--- config.mk ---
export PLATFORM = sky130hd
export DESIGN_NAME = vga_timing_gen_flat
export DESIGN_NICKNAME = d
export VERILOG_FILES = /design/src/rtl/vga_pkg.sv /design/src/rtl/vga_timing_gen_if.sv /design/src/rtl/sync_window.sv /design/src/rtl/vga_timing_gen.sv /design/src/flat_wrapper.sv
export SDC_FILE = /design/constraint.sdc
export NUM_CORES = 1
export LEC_CHECK = 0
export CORE_MARGIN = 1
export CORE_UTILIZATION = 45
export DETAILED_ROUTE_END_ITERATION = 8
export DONT_BUFFER_PORTS = 1
export PLACE_DENSITY = 0.56
export SLEW_MARGIN = 5
export SYNTH_ARGS = -nofsm -noshare
export SYNTH_HDL_FRONTEND = slang
export SYNTH_SLANG_ARGS = --single-unit
--- constraint.sdc ---
create_clock -name pclk -period 6.2 [get_ports pclk]
set_input_delay 0.62 -clock pclk [delete_from_list [all_inputs] [get_ports pclk]]
set_output_delay 0.62 -clock pclk [all_outputs]
set_load 0.005 [all_outputs]
--- src/rtl/vga_pkg.sv ---
// rtl/vga_pkg.sv - shared 640x480@60 timing constants, counter types and sync helper
package vga_pkg;

  localparam int H_ACTIVE = 640;
  localparam int H_FP     = 16;
  localparam int H_SYNC   = 96;
  localparam int H_BP     = 48;
  localparam int H_TOTAL  = H_ACTIVE + H_FP + H_SYNC + H_BP;

  localparam int V_ACTIVE = 480;
  localparam int V_FP     = 10;
  localparam int V_SYNC   = 2;
  localparam int V_BP     = 33;
  localparam int V_TOTAL  = V_ACTIVE + V_FP + V_SYNC + V_BP;

  localparam int CNT_W    = 10;
  localparam int FRAME_W  = 8;

  typedef logic [CNT_W-1:0]   cnt_t;
  typedef logic [FRAME_W-1:0] frame_t;

  // Maps a logical "sync active" flag onto the connector level.
  function automatic logic sync_level(input logic asserted, input logic pol);
    return asserted ? pol : ~pol;
  endfunction

endpackage

--- src/rtl/vga_timing_gen_if.sv ---
// rtl/vga_timing_gen_if.sv - timing bundle from the generator to the renderer and connector
interface vga_timing_if;
  import vga_pkg::*;

  cnt_t   h_cnt;
  cnt_t   v_cnt;
  logic   VGAvalid;
  logic   hsync;
  logic   vsync;
  logic   line_start;
  logic   frame_start;
  frame_t frame_cnt;

  modport master (
    output h_cnt, v_cnt, VGAvalid, hsync, vsync, line_start, frame_start, frame_cnt
  );

  modport slave (
    input h_cnt, v_cnt, VGAvalid, hsync, vsync, line_start, frame_start, frame_cnt
  );

endinterface

--- src/rtl/sync_window.sv ---
// rtl/sync_window.sv - combinational decode of one axis count into active and sync windows
module sync_window
  import vga_pkg::*;
#(
  parameter int ACTIVE     = 640,
  parameter int SYNC_START = 656,
  parameter int SYNC_END   = 751
) (
  input  cnt_t cnt,
  output logic in_active,
  output logic in_sync
);

  localparam cnt_t ACT_LIM  = cnt_t'(ACTIVE);
  localparam cnt_t SYNC_LO  = cnt_t'(SYNC_START);
  localparam cnt_t SYNC_HI  = cnt_t'(SYNC_END);

  assign in_active = (cnt < ACT_LIM);
  assign in_sync   = (cnt >= SYNC_LO) && (cnt <= SYNC_HI);

endmodule

--- src/rtl/vga_timing_gen.sv ---
// rtl/vga_timing_gen.sv - VGA pixel/line counters with aligned syncs, pulses and frame count
module vga_timing_gen #(
  parameter int H_ACTIVE = vga_pkg::H_ACTIVE,
  parameter int H_FP     = vga_pkg::H_FP,
  parameter int H_SYNC   = vga_pkg::H_SYNC,
  parameter int H_BP     = vga_pkg::H_BP,
  parameter int V_ACTIVE = vga_pkg::V_ACTIVE,
  parameter int V_FP     = vga_pkg::V_FP,
  parameter int V_SYNC   = vga_pkg::V_SYNC,
  parameter int V_BP     = vga_pkg::V_BP,
  parameter bit SYNC_POL = 1'b0
) (
  input  logic       pclk,
  input  logic       rst,
  input  logic       en,
  vga_timing_if.master vga
);

  localparam int H_TOTAL = H_ACTIVE + H_FP + H_SYNC + H_BP;
  localparam int V_TOTAL = V_ACTIVE + V_FP + V_SYNC + V_BP;
  localparam vga_pkg::cnt_t H_LAST = vga_pkg::cnt_t'(H_TOTAL - 1);
  localparam vga_pkg::cnt_t V_LAST = vga_pkg::cnt_t'(V_TOTAL - 1);

  if (H_TOTAL > 1024 || V_TOTAL > 1024) begin : g_bad_timing
    $error("vga_timing_gen: H_TOTAL and V_TOTAL must not exceed 1024");
  end

  vga_pkg::cnt_t   h_cnt, v_cnt, h_nxt, v_nxt;
  vga_pkg::frame_t frame_cnt;
  logic            h_wrap, frame_wrap;
  logic            h_act, v_act, h_sync_nxt, v_sync_nxt;
  logic            valid, hs_pre, vs_pre, hsync, vsync, line_start, frame_start;

  always_comb begin
    h_wrap = (h_cnt == H_LAST);
    h_nxt  = h_wrap ? '0 : h_cnt + 1'b1;
    v_nxt  = v_cnt;
    if (h_wrap) begin
      v_nxt = (v_cnt == V_LAST) ? '0 : v_cnt + 1'b1;
    end
    frame_wrap = h_wrap && (v_nxt == '0);
  end

  // Both axes are decoded from the next-state counts so VGAvalid lands with the counters.
  sync_window #(
    .ACTIVE     (H_ACTIVE),
    .SYNC_START (H_ACTIVE + H_FP),
    .SYNC_END   (H_ACTIVE + H_FP + H_SYNC - 1)
  ) u_h_window (
    .cnt       (h_nxt),
    .in_active (h_act),
    .in_sync   (h_sync_nxt)
  );

  sync_window #(
    .ACTIVE     (V_ACTIVE),
    .SYNC_START (V_ACTIVE + V_FP),
    .SYNC_END   (V_ACTIVE + V_FP + V_SYNC - 1)
  ) u_v_window (
    .cnt       (v_nxt),
    .in_active (v_act),
    .in_sync   (v_sync_nxt)
  );

  // hs_pre/vs_pre track the current counts; the second stage adds the renderer's one-cycle lag.
  always_ff @(posedge pclk or negedge rst) begin
    if (!rst) begin
      h_cnt       <= '0;
      v_cnt       <= '0;
      valid       <= 1'b0;
      hs_pre      <= 1'b0;
      vs_pre      <= 1'b0;
      hsync       <= vga_pkg::sync_level(1'b0, SYNC_POL);
      vsync       <= vga_pkg::sync_level(1'b0, SYNC_POL);
      line_start  <= 1'b0;
      frame_start <= 1'b0;
      frame_cnt   <= '0;
    end else if (en) begin
      h_cnt       <= h_nxt;
      v_cnt       <= v_nxt;
      valid       <= h_act && v_act;
      hs_pre      <= h_sync_nxt;
      vs_pre      <= v_sync_nxt;
      hsync       <= vga_pkg::sync_level(hs_pre, SYNC_POL);
      vsync       <= vga_pkg::sync_level(vs_pre, SYNC_POL);
      line_start  <= h_wrap;
      frame_start <= frame_wrap;
      if (frame_wrap) begin
        frame_cnt <= frame_cnt + 1'b1;
      end
    end else begin
      line_start  <= 1'b0;
      frame_start <= 1'b0;
    end
  end

  assign vga.h_cnt       = h_cnt;
  assign vga.v_cnt       = v_cnt;
  assign vga.VGAvalid    = valid;
  assign vga.hsync       = hsync;
  assign vga.vsync       = vsync;
  assign vga.line_start  = line_start;
  assign vga.frame_start = frame_start;
  assign vga.frame_cnt   = frame_cnt;

endmodule

--- src/flat_wrapper.sv ---
// flat-port wrapper written by rule: the top's interface ports become plain ports
module vga_timing_gen_flat 
#(
  parameter int H_ACTIVE = vga_pkg::H_ACTIVE,
  parameter int H_FP     = vga_pkg::H_FP,
  parameter int H_SYNC   = vga_pkg::H_SYNC,
  parameter int H_BP     = vga_pkg::H_BP,
  parameter int V_ACTIVE = vga_pkg::V_ACTIVE,
  parameter int V_FP     = vga_pkg::V_FP,
  parameter int V_SYNC   = vga_pkg::V_SYNC,
  parameter int V_BP     = vga_pkg::V_BP,
  parameter bit SYNC_POL = 1'b0
)
  (pclk, rst, en, vga_h_cnt, vga_v_cnt, vga_VGAvalid, vga_hsync, vga_vsync, vga_line_start, vga_frame_start, vga_frame_cnt);
  vga_timing_if vga_i ();
  input  logic pclk;
  input  logic rst;
  input  logic en;
  output wire logic [$bits(vga_i.h_cnt)-1:0] vga_h_cnt;
  output wire logic [$bits(vga_i.v_cnt)-1:0] vga_v_cnt;
  output wire logic [$bits(vga_i.VGAvalid)-1:0] vga_VGAvalid;
  output wire logic [$bits(vga_i.hsync)-1:0] vga_hsync;
  output wire logic [$bits(vga_i.vsync)-1:0] vga_vsync;
  output wire logic [$bits(vga_i.line_start)-1:0] vga_line_start;
  output wire logic [$bits(vga_i.frame_start)-1:0] vga_frame_start;
  output wire logic [$bits(vga_i.frame_cnt)-1:0] vga_frame_cnt;
  assign vga_h_cnt = vga_i.h_cnt;
  assign vga_v_cnt = vga_i.v_cnt;
  assign vga_VGAvalid = vga_i.VGAvalid;
  assign vga_hsync = vga_i.hsync;
  assign vga_vsync = vga_i.vsync;
  assign vga_line_start = vga_i.line_start;
  assign vga_frame_start = vga_i.frame_start;
  assign vga_frame_cnt = vga_i.frame_cnt;
  vga_timing_gen #(.H_ACTIVE(H_ACTIVE), .H_FP(H_FP), .H_SYNC(H_SYNC), .H_BP(H_BP), .V_ACTIVE(V_ACTIVE), .V_FP(V_FP), .V_SYNC(V_SYNC), .V_BP(V_BP), .SYNC_POL(SYNC_POL)) u_core (.pclk(pclk), .rst(rst), .en(en), .vga(vga_i));
endmodule
### Word level (Yosys, flattened, before mapping)

Cells that the tools add are included.

| cells by class | value |
|---|---|
| eq/ne operators | 2 |
| $lt $le $gt $ge | 6 |
| add/subtract/negate cells | 3 |
| reductions and logical operators | 6 |
| mux-type cells | 7 |

Operators by type and width:

| cell | count |
|---|---|
| 2-to-1 mux 10 bit | 3 |
| adder 10 x 1 -> 10 bit, second input constant | 2 |
| == test 10 bit, second input constant | 2 |
| greater-or-equal comparator 10 bit, second input constant | 1 |
| greater-or-equal comparator 10 x 9 -> 1 bit, second input constant | 1 |
| <= comparator 10 bit, second input constant | 1 |
| <= comparator 10 x 9 -> 1 bit, second input constant | 1 |
| logical NOT 10 bit | 1 |
| < comparator 10 bit, second input constant | 1 |
| < comparator 10 x 9 -> 1 bit, second input constant | 1 |
| adder 8 x 1 -> 8 bit, second input constant | 1 |
| logical AND 1 bit | 4 |
| 2-to-1 mux 1 bit | 4 |
| AND reduction 2 bit | 1 |

| storage, ports and cells | value |
|---|---|
| output and inout bits | 33 |
| logic and storage cells | 34 |
| register bits | 35 |

### Depth between registers and ports, before layout

Gate-level depths: netlist (run 1).

| logic depth | value |
|---|---|
| depth in word-level cells | 6 |
| mapped depth | 9 |

### By module

A second synthesis (run 1) with hierarchy kept.

| second synthesis, totals | value |
|---|---|
| cells, all modules | 234 |
| area total of the unflattened synthesis | 2198.4 µm² |

Modules (own cells, without submodules):

| module | cells an instance | seq. area each (µm²) | instances | area each (µm²) |
|---|---|---|---|---|
| vga_timing_gen | 225 | 878.3 | 1 | 2128.3 |
| sync_window at u_core.u_h_window | 5 | 0.0 | 1 | 37.5 |
| sync_window at u_core.u_v_window | 4 | 0.0 | 1 | 32.5 |

### Worst setup path before layout (run 1)

Ideal clock, no wire load.

| timing | value |
|---|---|
| kind | register -> register |
| from | reg u_core.h_cnt[0], in the netlist u_core.vga.h_cnt[0] |
| to | reg u_core.frame_cnt[1], in the netlist u_core.vga.frame_cnt[1] |
| path slack | 3.949 ns |
| stages on the path, launching flop included | 10 |
| arrival | 2.126 ns |
| period minus slack after synthesis | 2.251 ns |
| setup time | 0.125 ns |
| cells stage by stage | dfrtp_1 -> ha_1 -> and4_1 -> buf_4 -> and3_1 -> buf_6 -> a211oi_2 -> o21a_2 -> nand4_4 -> mux2_4 |

| on the way | value |
|---|---|
| word-level cells in the longest chain between the ends | 5 |

RTL lines:

| item | RTL line | source |
|---|---|---|
| from (decl) | vga_timing_gen.sv:28 | `vga_pkg::cnt_t h_cnt, v_cnt, h_nxt, v_nxt;` |
| from (signal assigned) | vga_timing_gen.sv:79 | `h_cnt <= h_nxt;` |
| == test 10 bit * | vga_timing_gen.sv:35 | `h_wrap = (h_cnt == H_LAST);` |
| 2-to-1 mux 10 bit | vga_timing_gen.sv:38 | `if (h_wrap) begin` |
| logical NOT 10 bit | vga_timing_gen.sv:41 | `frame_wrap = h_wrap && (v_nxt == '0);` |
| logical AND 1 bit * | vga_timing_gen.sv:41 |  |
| AND reduction 2 bit (no line) * | n/a |  |
| to (signal assigned) | vga_timing_gen.sv:89 | `frame_cnt <= frame_cnt + 1'b1;` |
| to (decl) | vga_timing_gen.sv:29 | `vga_pkg::frame_t frame_cnt;` |

Every way passes the cells marked *; elsewhere a longest branch is shown, timed or not.
A chain may end at the register's enable or synchronous reset.

### Worst setup path after layout (run 1)

| timing | value |
|---|---|
| from | reg u_core.h_cnt[1], in the netlist u_core.vga.h_cnt[1] |
| to | reg u_core.frame_cnt[7], in the netlist u_core.vga.frame_cnt[7] |

The elaborated chain is that of the path after synthesis.

==> results by group, run 1 <==
Status
  • Outcome: finished with violations
  • Failing checks: design-rule violations

Cells and area
  • Fin util: 51.73%
  • Layout cell share with drive strength beyond 1: about 11%
  • Diodes inserted: 0
  • Nets: 227
  • Area growth from synthesis to layout: 7.246%
  • Fillers: 427
  • Design area: 2315 sq um
  • Area occupied by multi-input gates: about 1200 sq um
  • Sequential Area: 878.3 sq um

Clocking
  • Postcts setup bufs: 0
  • TritonCTS clock tree: yes
  • Root Buffer: clkbuf_8
  • CTS Buffer Depth: 2
  • H-tree depth: 2
  • Number of CTS-inserted buffers: 5
  • Skew-Pair Late Insertion Delay: roughly 290 ps
  • CTS clk-pin slew, worst paths: 80 ps
  • CTS sink count: 35

Logic synthesis
  • Synthesized net count: 234
  • Yosys cell types: 57
  • Avg Cell Area, Syn: 9.550 sq um
  • Yosys reg bits: 35
  • Yosys top cell by area: dfrtp_1
  • Post-synth EDFFs: 0
  • Post-synth ARST share: 100.0%
  • Mux cell area share after synthesis: 3.594%
  • Sequential area share after synthesis: 40.70%
  • Top-count cell post-synth: dfrtp_1
  • Largest family of logic cells by synthesized area: simple AND/OR/NAND/NOR gates
  • Post-Synth XOR/XNOR Area: roughly 8.5%
  • Synth Area in Compound Gates: 12.64%
  • Post-Synthesis Cells: roughly 230
  • Warning count from the yosys run: 0
  • Top FF cell, synth: dfrtp_1
  • Simple-Gate Fraction of Synth Area: about a quarter
  • Top-area cell type share of the netlist area: 38.26%
  • Top cells by area, synth: dfrtp_1 38%, xnor2_1 5.7%, nand3_1 3.9%
  • Post-synthesis adder-cell area fraction: 3.362%
  • Area of the mapped netlist: between 2000 and 2500 sq um
  • Synth cell count leaders: 33 x dfrtp_1, 17 x nand2_1, 17 x nand3_1

Floorplan
  • Die area: 5077 sq um
  • Die width: around 71 microns
  • Die span in y: 71.26 microns
  • Initial Utilization: 48.24%
  • I/O pin cnt: 36
  • Row Count: 24
  • Core Area: 4474 sq um

Global routing
  • Largest net degree at the start of global routing: 36
  • First-pass GRT wire length: 8.162 mm
  • Overall global routing resource usage: 20.88%
  • Vias in the first global route: 1653
  • Gr busiest metal: met2
  • Met1 Usage GRT: 28.35%
  • Grt met3 use: 6.892%
  • Initial antenna violation count: 0
  • GR Util met2: 31.53%
  • Grt total ovfl: 0

Setup path
  • Crit path kind: reg2reg
  • Crit-path cells: ha_1 > and4_1 > and3_1 > mux2i_1 > nand3_1 > nor4_2 > xor2_1
  • CP arrival: roughly 2900 ps
  • Reg-to-reg endpoint: u_core.vga.frame_cnt[7]
  • Crit start category: flop
  • Worst Path Max Fanout: 10
  • CP peak stage delay: around 460 ps
  • CP endpoint kind: flop
  • CP endpoint: u_core.vga.frame_cnt[7]
  • Critical Path RT: about 6400 ps
  • Crit path from: u_core.vga.h_cnt[1]
  • Register-to-register path setup slack: 3560 ps
  • CP max-delay cell: and3_1
  • Reg2reg path depth: 7
  • RR Startpoint: u_core.vga.h_cnt[1]

Power
  • Sw Share: 27.67%
  • Combinational group share of total power: 10.5%
  • Pwr dens: 262.6 nW/um^2
  • Switching power total: 168.2 uW
  • Peak supply drop: 176.4 uV
  • P_int: 439.7 uW
  • Lkg Pwr: 0.0009840 uW
  • Reg power frac: 48.5%
  • Clk pwr share: between 40% and 50%

Routing
  • Total iterations of the first detailed-routing run: 7
  • Via density: 6.224
  • Drt initial violations: 127
  • WL/cell: 17.89 microns
  • Post-route DRC: 5
  • Via count: between 1500 and 2000
  • WL final: 4.867 mm
  • Final ANT Viol Nets: 0

Timing
  • RSZ-0062 raised after global routing: false
  • Tightest Pin Transition: 743.8 ps
  • Final Hold Vio Count: 0
  • Setup Viol. Count Final: 0
  • Period utilization: 42.65%
  • Slew HR: between 40% and 50%
  • Tmin final: between 2000 and 3000 ps
  • Setup TNS Final: 0 ps
  • Fin Clk Skew: 7.455 ps
  • Final-report max-slew violation count: 0
  • Max Clk Rate: 0.3781 GHz

Placed design
  • Placed cell area: 2148 sq um
  • Hpwl dp: around 3.5 mm
  • # port buffers: 0
  • Final Wtd Congestion: 0.8611

Job
  • Max-Cap Viols: 0

Hold path
  • Worst hold path type: in2async
-- worst max-delay path, delay by kind of cell (launching register included) --
family	cells	cell delay [ps]
flops	1	450
fa+ha+maj	1	260
simple gates	4	1410
xor+xnor	1	180
mux	1	280
-- placed cells by master (no fill, tap or decap), drive strengths merged, types with 3 or more instances in the layout --
master,netlist,layout
nand4,14,14
nor3,7,7
and4,5,5
o31ai,3,3
and2,4,4
o21ai,11,11
nand3,17,17
o21a,3,3
xnor2,14,14
clkbuf,10,5
dfrtp,33,33
mux2i,4,4
mux2,3,3
nand2,17,17
nor2,7,7
xor2,7,7
inv,12,12
and3,5,5
a21oi,5,5
ha,5,5
a31oi,5,5
-- cell families after synthesis --
family,Yosys count
adders and majority gates,6
AOI/OAI and AO/OA,38
buffers and inverters,28
DFF,35
muxes,7
xor gates and xnor gates,21
and+or+nand+nor,91
-- per-stage QoR --
step	total power, uW	hold slack [ps]	std cells	worst slack (ps)
final	607.9	14.56	272	3555
after global routing	637.3	0.009492	272	3270
after CTS	608.7	3.188	270	3548
after detailed placement	358.1	325.4	262	3558
after global placement	354.6	325.3	262	3652
after floorplan	344.9	324.4	226	3949
-- registers in the layout, summed over array words and instances (netlist names) --
name and flops:
u_core.vga.h_cnt 10, u_core.vga.v_cnt 10, u_core.vga.frame_cnt 8, u_core.hs_pre 1, u_core.vga.VGAvalid 1, u_core.vga.frame_start 1, u_core.vga.hsync 1, u_core.vga.line_start 1
u_core.vga.vsync 1, u_core.vs_pre 1
-- area by class of cell --
class	count	share of cell area, %
inverter	12	1.946
timing repair buffer	2	1.297
tap	52	2.811
multi-input combinational	163	50.11
sequential	35	37.95
clock inverter	3	2.919
clock buffer	5	2.973
-- power by group through the flow --
stage	clock network, uW	logic, uW	registers [uW]
after floorplan	0	68.2	277
after global placement	0	56.8	298
after detailed placement	0	58.4	300
after CTS	254	59.0	295
after global routing	263	73.0	301
final	249	64.0	295
-- per-layer routing --
metal | routed length, microns | up-vias
li1 | - | 814
met1 | 2287 | 837
met2 | 2223 | 37
met3 | 305 | 5
met4 | 50 | 0
met5 | 0 | -
-- worst min-delay path by stage --
stage,startpoint,endpoint,slack (ps),cells after the start
after global routing,rst,u_core.vga.frame_cnt[0],0.009,0
after global placement,rst,u_core.vga.h_cnt[5],330,0
after floorplan,rst,u_core.hs_pre,320,0
final,rst,u_core.vga.frame_cnt[0],10,0
after CTS,rst,u_core.vga.v_cnt[3],3,0
after detailed placement,rst,u_core.vga.h_cnt[5],330,0
-- repair_timing --
| item | 4_1_cts | 5_1_grt |
|---|---|---|
| hold endpoints to repair | 0 | 23 |
| gates resized for setup | 0 | 0 |
| hold buffers | 0 | 2 |
(Power assumes the default switching activity.)
==> run 2, diff against run 1 <==
Settings changed: PLACE_DENSITY 0.56 to 0.58.
Clock period 6.2 ns to 2.2 ns, I/O delays scaled along.
==> run 2 against run 1 <==
The run still ends with design-rule violations left. Total power rose to 2.6 times the previous value. Hold slack improved by 10 ps. Combinational power rose to 5.8 times the previous value. Critical path depth did not move. Sequential share of layout area fell by 4.9 points. Utilization rose by 7.8 points.
==> results by group, run 2 (synthesized netlist as in run 1, its figures left out) <==
Floorplan
  • Die span in y: 71.26 microns
  • Core Area: roughly 4500 sq um
  • Row Count: 24
  • Die width: 71.26 microns
  • Die area: 5077 sq um
  • I/O pin cnt: 36
  • Initial Utilization: about half

Setup path
  • Crit-path cells: ha_2 > and4_1 > and3_4 > mux2i_1 > nand3_2 > nor3_1 > xor2_1
  • CP arrival: 2320 ps
  • Worst Path Max Fanout: 7
  • Crit path kind: reg2reg
  • Reg2reg path depth: 7
  • CP endpoint kind: flop
  • Crit start category: flop
  • CP max-delay cell: dfrtp_1
  • CP peak stage delay: 360 ps
  • Critical Path RT: roughly 2400 ps

Cells and area
  • Post-Layout Cell Count: ~310
  • Top Registers: u_core.vga.h_cnt x10, u_core.vga.v_cnt x10, u_core.vga.frame_cnt x8
  • Nets: 269
  • Area growth from synthesis to layout: 23.36%
  • Fin util: 59.51%
  • Layout cell share with drive strength beyond 1: between 30% and 40%
  • Diodes inserted: 0
  • Most common cell after layout, fill and taps aside: buf_4
  • Fillers: 390
  • Most frequent cells in the layout: 41 x buf_4, 32 x dfrtp_1, 17 x nand2_1

Routing
  • WL/cell: 16.81 microns
  • Total iterations of the first detailed-routing run: 8
  • Met3 wire length: 330 microns
  • Routed length on met1: 2.397 mm
  • WL final: 5.278 mm
  • Top routing layer in use: met4
  • Final ANT Viol Nets: 0
  • Post-route DRC: 4
  • Via density: between 5 and 6
  • Via count: 1862
  • Drt initial violations: 108
  • Metal2 WL: 2.493 mm

Timing
  • Tmin final: 2112 ps
  • Final-report max-slew violation count: 0
  • RSZ-0062 raised after global routing: true
  • Slew HR: about three quarters
  • Tightest Pin Transition: 389.0 ps
  • Final Hold Vio Count: 0
  • Setup Viol. Count Final: 0
  • Period utilization: a little over nine tenths
  • Max Clk Rate: 0.4736 GHz
  • Fin Clk Skew: between 8 and 9 ps

Placed design
  • Final Wtd Congestion: 0.9027
  • Cell count after placement: 298
  • # port buffers: 0
  • Hpwl dp: 3.850 mm

Global routing
  • Vias in the first global route: about 1800
  • Grt total ovfl: 0
  • Overall global routing resource usage: 21.87%
  • Initial antenna violation count: 0
  • Largest net degree at the start of global routing: 36
  • First-pass GRT wire length: 8.638 mm

Clocking
  • H-tree depth: 2
  • Number of CTS-inserted buffers: 5
  • CTS Buffer Depth: 2
  • TritonCTS clock tree: yes
  • CTS sink count: 35
  • Skew-Pair Late Insertion Delay: 290 ps
  • CTS clk-pin slew, worst paths: 70 ps
  • Root Buffer: clkbuf_8

Power
  • Pwr dens: just under 600 nW/um^2
  • Lkg Pwr: between 0.001 and 0.0015 uW
  • Peak supply drop: 448.1 uV

Hold path
  • Worst hold path type: in2reg
  • Hold path depth: 1

Status
  • Failing checks: design-rule violations
  • Outcome: finished with violations

Job
  • Max-Cap Viols: 0
==> run 2: changes by cell type in the layout (fill, tap and decap cells not counted), sizes merged <==
| cell | change |
|---|---|
| buf | +41 |
| bufinv | -2 |
| clkbuf | +2 |
| clkinv | +1 |
| clkinvlp | -1 |
| dlygate4sd3 | +1 |
==> run 2: worst paths after layout <==
path,slack [ps],from,endpoint
setup / recovery,90,u_core.vga.h_cnt[1],u_core.vga.frame_cnt[2]
hold / removal,20,en,u_core.vga.v_cnt[3]
setup reg to reg,90,u_core.vga.h_cnt[1],u_core.vga.frame_cnt[2]
hold reg to reg,430,u_core.hs_pre,u_core.vga.hsync
max in group asynchronous,1550,rst,u_core.vga.vsync
min in group asynchronous,390,rst,u_core.vga.v_cnt[2]
==> run 2: layer usage <==
metal / vias to the layer above / GRT usage [%]
met5: - / 0
met3: 7 / 6.892
li1: 888 / -
met1: 906 / 28.74
met2: 61 / 34.39
met4: 0 / 7.333
==> run 2: timing repair <==
item	CTS	global route
hold endpoints to repair	36	0
buffers inserted	0	5
resized for setup	1	18
setup endpoints to repair	6	10
pin swaps	0	9
gates cloned	0	0
hold buffers	3	0
==> run 2: where the power goes <==
part | internal [uW] | total [uW] | switching [uW]
sequential | 699 | 744 | 44.8
combinational | 166 | 369 | 203
clock | 222 | 454 | 232
total | 1090 | 1570 | 480
==> run 2: worst max-delay path, delay by kind of cell (launching register included) <==
| family | cells | cell delay, ps |
|---|---|---|
| xor gates and xnor gates | 1 | 190 |
| adders and majority gates | 1 | 180 |
| DFF | 1 | 360 |
| muxes | 1 | 270 |
| and+or+nand+nor | 4 | 1030 |
==> run 2: per-stage QoR <==
stage / power [uW] / cell area [sq um] / setup WS, ps / setup TNS (ps) / hold WS (ps)
6_report: 1567 / 2663 / 88.45 / 0 / 24.91
5_1_grt: 1658 / 2663 / -54.16 / -83.97 / 12.17
4_1_cts: 1586 / 2544 / 9.735 / 0 / 8.025
3_5_place_dp: 1104 / 2421 / -59.48 / -169.7 / -74.49
3_3_place_gp: 1093 / 2421 / 11.60 / 0 / -74.66
2_1_floorplan: 972.9 / 2161 / 3.610 / 0 / -75.59
==> run 2: area by class of cell <==
class	count	area, sq um	share of cell area, %
Tap cell	52	65.06	2.444
Multi-Input combinational cell	163	1244	46.71
Clock inverter	1	5.005	0.1880
Clock buffer	7	76.32	2.867
Sequential cell	35	879.6	33.04
Timing Repair Buffer	44	347.8	13.06
Inverter	12	45.04	1.692
